--- config.mk ---
export PLATFORM = sky130hd
export DESIGN_NAME = vram_scheduler
export DESIGN_NICKNAME = d
export VERILOG_FILES = /design/src/rtl/vram_scheduler.sv
export SDC_FILE = /design/constraint.sdc
export NUM_CORES = 1
export LEC_CHECK = 0
export CAP_MARGIN = 20
export CORE_MARGIN = 2
export CORE_UTILIZATION = 30
export DETAILED_ROUTE_END_ITERATION = 8
export GPL_TIMING_DRIVEN = 1
export PLACE_DENSITY = 0.59
export SLEW_MARGIN = 20
export SYNTH_ARGS = -nofsm -noshare
export SYNTH_HDL_FRONTEND = slang
export SYNTH_SLANG_ARGS = --single-unit
--- constraint.sdc ---
create_clock -name clk_sys -period 9.45 [get_ports clk_sys]
set_clock_uncertainty 0.2 [all_clocks]
set_input_delay 2.3625 -clock clk_sys [delete_from_list [all_inputs] [get_ports clk_sys]]
set_output_delay 2.3625 -clock clk_sys [all_outputs]
set_load 0.02 [all_outputs]
--- src/rtl/vram_scheduler.sv ---
// vram_scheduler: gives each ce_7mn slot of the single-port screen VRAM to one
// master. Video fetches take priority. CPU reads wait for a free slot. CPU
// writes are queued in a posted-write FIFO, and a CPU read of a queued address
// is answered from the FIFO without using a slot.
module vram_scheduler #(
    parameter int AW     = 15,
    parameter int DW     = 8,
    parameter int WDEPTH = 4
) (
    input  logic                       clk_sys,
    input  logic                       nRESET,
    input  logic                       ce_7mn,
    input  logic                       vid_req,
    input  logic [AW-1:0]              vid_addr,
    output logic                       vid_valid,
    output logic [DW-1:0]              vid_data,
    input  logic                       cpu_rd_req,
    input  logic                       cpu_wr_req,
    input  logic [AW-1:0]              cpu_addr,
    input  logic [DW-1:0]              cpu_din,
    output logic                       cpu_ack,
    output logic [DW-1:0]              cpu_dout,
    output logic                       cpu_wait,
    output logic [AW-1:0]              ram_addr,
    output logic [DW-1:0]              ram_din,
    output logic                       ram_we,
    input  logic [DW-1:0]              ram_dout,
    output logic [$clog2(WDEPTH):0]    wfifo_level,
    output logic                       wfifo_full,
    output logic [15:0]                stall_cnt
);
    localparam int PW = $clog2(WDEPTH);
    localparam int LW = PW + 1;

    typedef enum logic [1:0] {IDLE, RD_WAIT, RD_DATA, ACK} state_t;

    state_t          state, state_nxt;
    logic [AW-1:0]   fifo_addr [WDEPTH];
    logic [DW-1:0]   fifo_data [WDEPTH];
    logic [PW:0]     wptr, rptr;
    logic [PW-1:0]   head;
    logic            vid_slot, rd_slot, pop, push, fwd_hit, dout_load;
    logic [DW-1:0]   fwd_data, dout_nxt;
    logic [AW-1:0]   ram_addr_c, ram_addr_q;
    logic [DW-1:0]   ram_din_c, ram_din_q;
    logic            ram_we_c;
    logic            vid_vld_p1;
    logic [DW-1:0]   vid_data_p1;

    function automatic logic [15:0] sat_inc(input logic [15:0] v);
        return (v == 16'hFFFF) ? v : v + 16'd1;
    endfunction

    assign head        = rptr[PW-1:0];
    assign wfifo_level = wptr - rptr;
    assign wfifo_full  = (wfifo_level == LW'(WDEPTH));
    assign vid_slot    = ce_7mn && vid_req;
    assign rd_slot     = ce_7mn && !vid_req && (state == RD_WAIT);
    assign pop         = ce_7mn && !vid_req && (state != RD_WAIT) && (wfifo_level != '0);

    // Newest valid FIFO entry matching the CPU address; the head being popped is skipped
    always_comb begin
        fwd_hit  = 1'b0;
        fwd_data = '0;
        for (int k = 0; k < WDEPTH; k++) begin
            if ((LW'(k) < wfifo_level) && !(pop && (k == 0)) &&
                (fifo_addr[head + PW'(k)] == cpu_addr)) begin
                fwd_hit  = 1'b1;
                fwd_data = fifo_data[head + PW'(k)];
            end
        end
    end

    // CPU FSM next state, FIFO push and read-data load
    always_comb begin
        state_nxt = state;
        push      = 1'b0;
        dout_load = 1'b0;
        dout_nxt  = ram_dout;
        case (state)
            IDLE: begin
                if (cpu_wr_req) begin
                    if (!wfifo_full || pop) begin
                        push      = 1'b1;
                        state_nxt = ACK;
                    end
                end else if (cpu_rd_req) begin
                    if (fwd_hit) begin
                        dout_load = 1'b1;
                        dout_nxt  = fwd_data;
                        state_nxt = ACK;
                    end else begin
                        state_nxt = RD_WAIT;
                    end
                end
            end
            RD_WAIT: if (rd_slot) state_nxt = RD_DATA;
            RD_DATA: begin
                dout_load = 1'b1;
                state_nxt = ACK;
            end
            default: state_nxt = IDLE;
        endcase
    end

    // Slot owner drives the RAM port; an idle slot keeps the last address/data
    always_comb begin
        ram_addr_c = ram_addr_q;
        ram_din_c  = ram_din_q;
        ram_we_c   = 1'b0;
        if (vid_slot) begin
            ram_addr_c = vid_addr;
        end else if (rd_slot) begin
            ram_addr_c = cpu_addr;
        end else if (pop) begin
            ram_addr_c = fifo_addr[head];
            ram_din_c  = fifo_data[head];
            ram_we_c   = 1'b1;
        end
    end

    assign ram_addr  = nRESET ? ram_addr_c : '0;
    assign ram_din   = nRESET ? ram_din_c  : '0;
    assign ram_we    = nRESET && ram_we_c;
    assign cpu_ack   = (state == ACK);
    assign cpu_wait  = nRESET && (cpu_rd_req || cpu_wr_req) && !cpu_ack;
    assign vid_valid = vid_vld_p1;
    assign vid_data  = vid_vld_p1 ? ram_dout : vid_data_p1;

    // Control state: FSM, FIFO pointers, held RAM port, video pulse, stall counter
    always_ff @(posedge clk_sys or negedge nRESET) begin
        if (!nRESET) begin
            state       <= IDLE;
            wptr        <= '0;
            rptr        <= '0;
            ram_addr_q  <= '0;
            ram_din_q   <= '0;
            cpu_dout    <= '0;
            vid_vld_p1  <= 1'b0;
            vid_data_p1 <= '0;
            stall_cnt   <= '0;
        end else begin
            state      <= state_nxt;
            ram_addr_q <= ram_addr_c;
            ram_din_q  <= ram_din_c;
            if (push) wptr <= wptr + LW'(1);
            if (pop)  rptr <= rptr + LW'(1);
            if (dout_load) cpu_dout <= dout_nxt;
            // ---- video read data returns one cycle after its slot ----
            vid_vld_p1 <= vid_slot;
            if (vid_vld_p1) vid_data_p1 <= ram_dout;
            if (cpu_wait) stall_cnt <= sat_inc(stall_cnt);
        end
    end

    // FIFO storage; only entries inside the pointer window are ever used
    always_ff @(posedge clk_sys) begin
        if (push) begin
            fifo_addr[wptr[PW-1:0]] <= cpu_addr;
            fifo_data[wptr[PW-1:0]] <= cpu_din;
        end
    end
endmodule

==> out/results.tsv <==
metric	value	unit
n_antenna_cell	0	
place_ws	1.13	ns
first_global_vias	6383	
area_growth	20.9	%
synthTopCellsByArea	edfxtp_1 29%, mux4_2 19%, dfrtp_1 17%	
synth_area	9610	um^2
synthCells	721	
grt_remaining_overflow	0	
die_w	183	um
clockBufferDepth	2	
core	31600	um^2
start_kind	input port	
layout.nets	872	
min_period	8.31	ns
cts_max_level	4	
vdd_drop_max	0.202	mV
antenna_found_initial	1	
syn-num-nets	785	
hp-class	flop to flop	
firstDrtPassIters	7	
powerDensity	314	nW/um^2
setup_tns	0	ns
postSynth.asyncResetShare	41.0	%
met2WireLength	11100	um
path_clk_slew	0.06	ns
crit_fanout	17	
final_area	11600	um^2
std_cell_rows	65	
hold_viol_final	0	
avgSynthCellArea	13.3	um^2
ys.flop_type	edfxtp_1	
fmax	0.120	GHz
worstPathRequired	6.89	ns
drt_wl_total	23800	um
die_area	33500	um^2
ctsResizeCount	0	
num_vias	6328	
ys_warn_count	0	
ys_ff_latch	156	
hold_buffers	0	
clock_latency	0.43	ns
yosysUniqueCellTypes	52	
routed_via_density	5.17	
drive_gt1_share	20.5	%
die-height	183	um
port_buffers	114	
synth_top_area_cell	edfxtp_1	
power_leakage	0.00415	uW
track_usage	14.7	%
ys_seq_area_share	45.4	%
wl_met1	10800	um
fin_ws	1.14	ns
tightest_slew	1.06	ns
wire_per_inst	19.5	um
grt_pass1_wl	37800	um
finalSetupViolations	0	
rsz0062_at_grt	false	
routabilityCongestion	0.778	
status	finished clean	
wl_met3	1620	um
clockRootBuffer	clkbuf_16	
ios	115	
worst-setup-path-type	input port to output port	
top_layer	met5	
cts_buffers	17	
first_iter_violations	432	
drcViolationCount	0	
ant_nets	0	
drv_cap	0	
post_cts_buffers	0	
cp-end-kind	output port	
post_dp_cell_area	11000	um^2
start_util	30.4	%
relSlewSlack	29.6	%
fill_cells	3079	
synth_edf_count	92	
synth_top_area_share	28.8	%
cts_tree	yes	
grt_start_max_net_pins	64	
post-route-period-util	87.9	%
hpwl	16900	um
critPathArrivalTime	5.74	ns
clock_sinks	156	
finalMaxSlewViolations	0	
[Yosys cell counts (3+ instances only)]
cell	n
nand4_1	13
a31oi_1	11
xor2_1	25
buf_1	5
mux2i_1	46
buf_2	10
mux4_2	79
nand2_1	46
o2111ai_1	3
nor2_1	26
nand3b_1	8
nand3_1	18
dfrtp_1	64
buf_6	7
and3_1	3
inv_1	14
mux2_4	8
edfxtp_1	92
a21oi_1	22
xnor2_1	53
and2_1	31
nand2b_1	11
ha_1	11
o22ai_1	3
o21ai_0	24
clkbuf_1	30
mux2_2	25
[through the flow]
stage / hold WS (ns) / instances / power, uW / util, %
after global placement: 0.267 / 1191 / 2990 / 35.0
after CTS: 0.288 / 1223 / 3690 / 36.8
after floorplan: 0.234 / 721 / 2500 / -
after detailed placement: 0.273 / 1191 / 3000 / 35.0
final: 0.283 / 1223 / 3650 / 36.8
after global routing: 0.298 / 1223 / 3880 / 36.8
[cell usage in the layout (no fill, tap or decap), types with 13 or more instances in the layout]
cell type	count
o21ai_0	24
mux2_2	25
a21oi_1	22
xor2_1	25
dfrtp_1	62
nand4_1	13
clkdlybuf4s50_1	113
nand2_1	46
mux2i_1	46
clkbuf_16	17
mux4_2	79
nand3_1	18
and2_1	27
edfxtp_1	92
nor2_1	26
xnor2_1	53
inv_1	14
[cell type report]
cell class / count / area [um^2] / share of cell area (%)
multi-input combinational: 495 / 4900 / 42.2
sequential: 156 / 4370 / 37.6
timing repair buffer: 122 / 1200 / 10.3
tap: 402 / 503 / 4.33
clock buffer: 17 / 425 / 3.66
clock inverter: 15 / 153 / 1.31
inverter: 16 / 60.1 / 0.517
[report_power, final]
group	leakage (uW)	switching, uW	internal, uW
Clock	0.000277	308	372
Combinational	0.00226	973	994
Sequential	0.00161	122	882
Total	0.00415	1400	2250
[registers in the layout, indices dropped and copies added, names as in the netlist]
signal / cells
cpu_dout: 8
fifo_addr: 60
fifo_data: 32
ram_addr_q: 15
ram_din_q: 8
rptr: 3
stall_cnt: 16
state: 2
vid_data_p1: 8
vid_valid: 1
wptr: 3
[worst paths after layout]
check,from,to,slack (ns),depth (start not counted)
max in group asynchronous,nRESET,ram_din_q[7],6.43,2
worst min register to register,rptr[2],rptr[2],0.28,1
worst max-delay path,vid_req,ram_addr[0],1.14,11
worst min-delay path,rptr[2],rptr[2],0.28,1
worst max register to register,rptr[1],cpu_dout[5],4.19,10
min in group asynchronous,nRESET,ram_addr_q[2],1.73,1
[per-layer routing]
metal,global-route usage [%],up-vias
li1,-,2910
met5,0,-
met1,20.5,3191
met3,3.24,19
met2,23.3,206
met4,3.90,2
[cell families (layout without fill, tap and decap cells)]
logic type | after synthesis | count (layout) | share of synthesized area (%)
buffers and inverters | 70 | 170 | 3.62
muxes | 160 | 160 | 27.7
DFF | 156 | 156 | 45.4
and+or+nand+nor | 167 | 167 | 9.21
adders and majority gates | 12 | 12 | 1.64
AOI/OAI and AO/OA | 77 | 77 | 5.04
xor gates and xnor gates | 79 | 79 | 7.34
[worst max-delay path, cell delays in order]
cell and delay [ns]:
clkdlybuf4s50_1 0.43, nand2b_1 0.20, nor2_1 0.44, nand2_1 0.59, buf_4 0.40, mux2i_1 0.13
nor2_1 0.08, a21oi_1 0.06, o21ai_0 0.24, and2_1 0.16, clkdlybuf4s50_1 0.63
No activity file was read; power rests on OpenSTA's default activity.
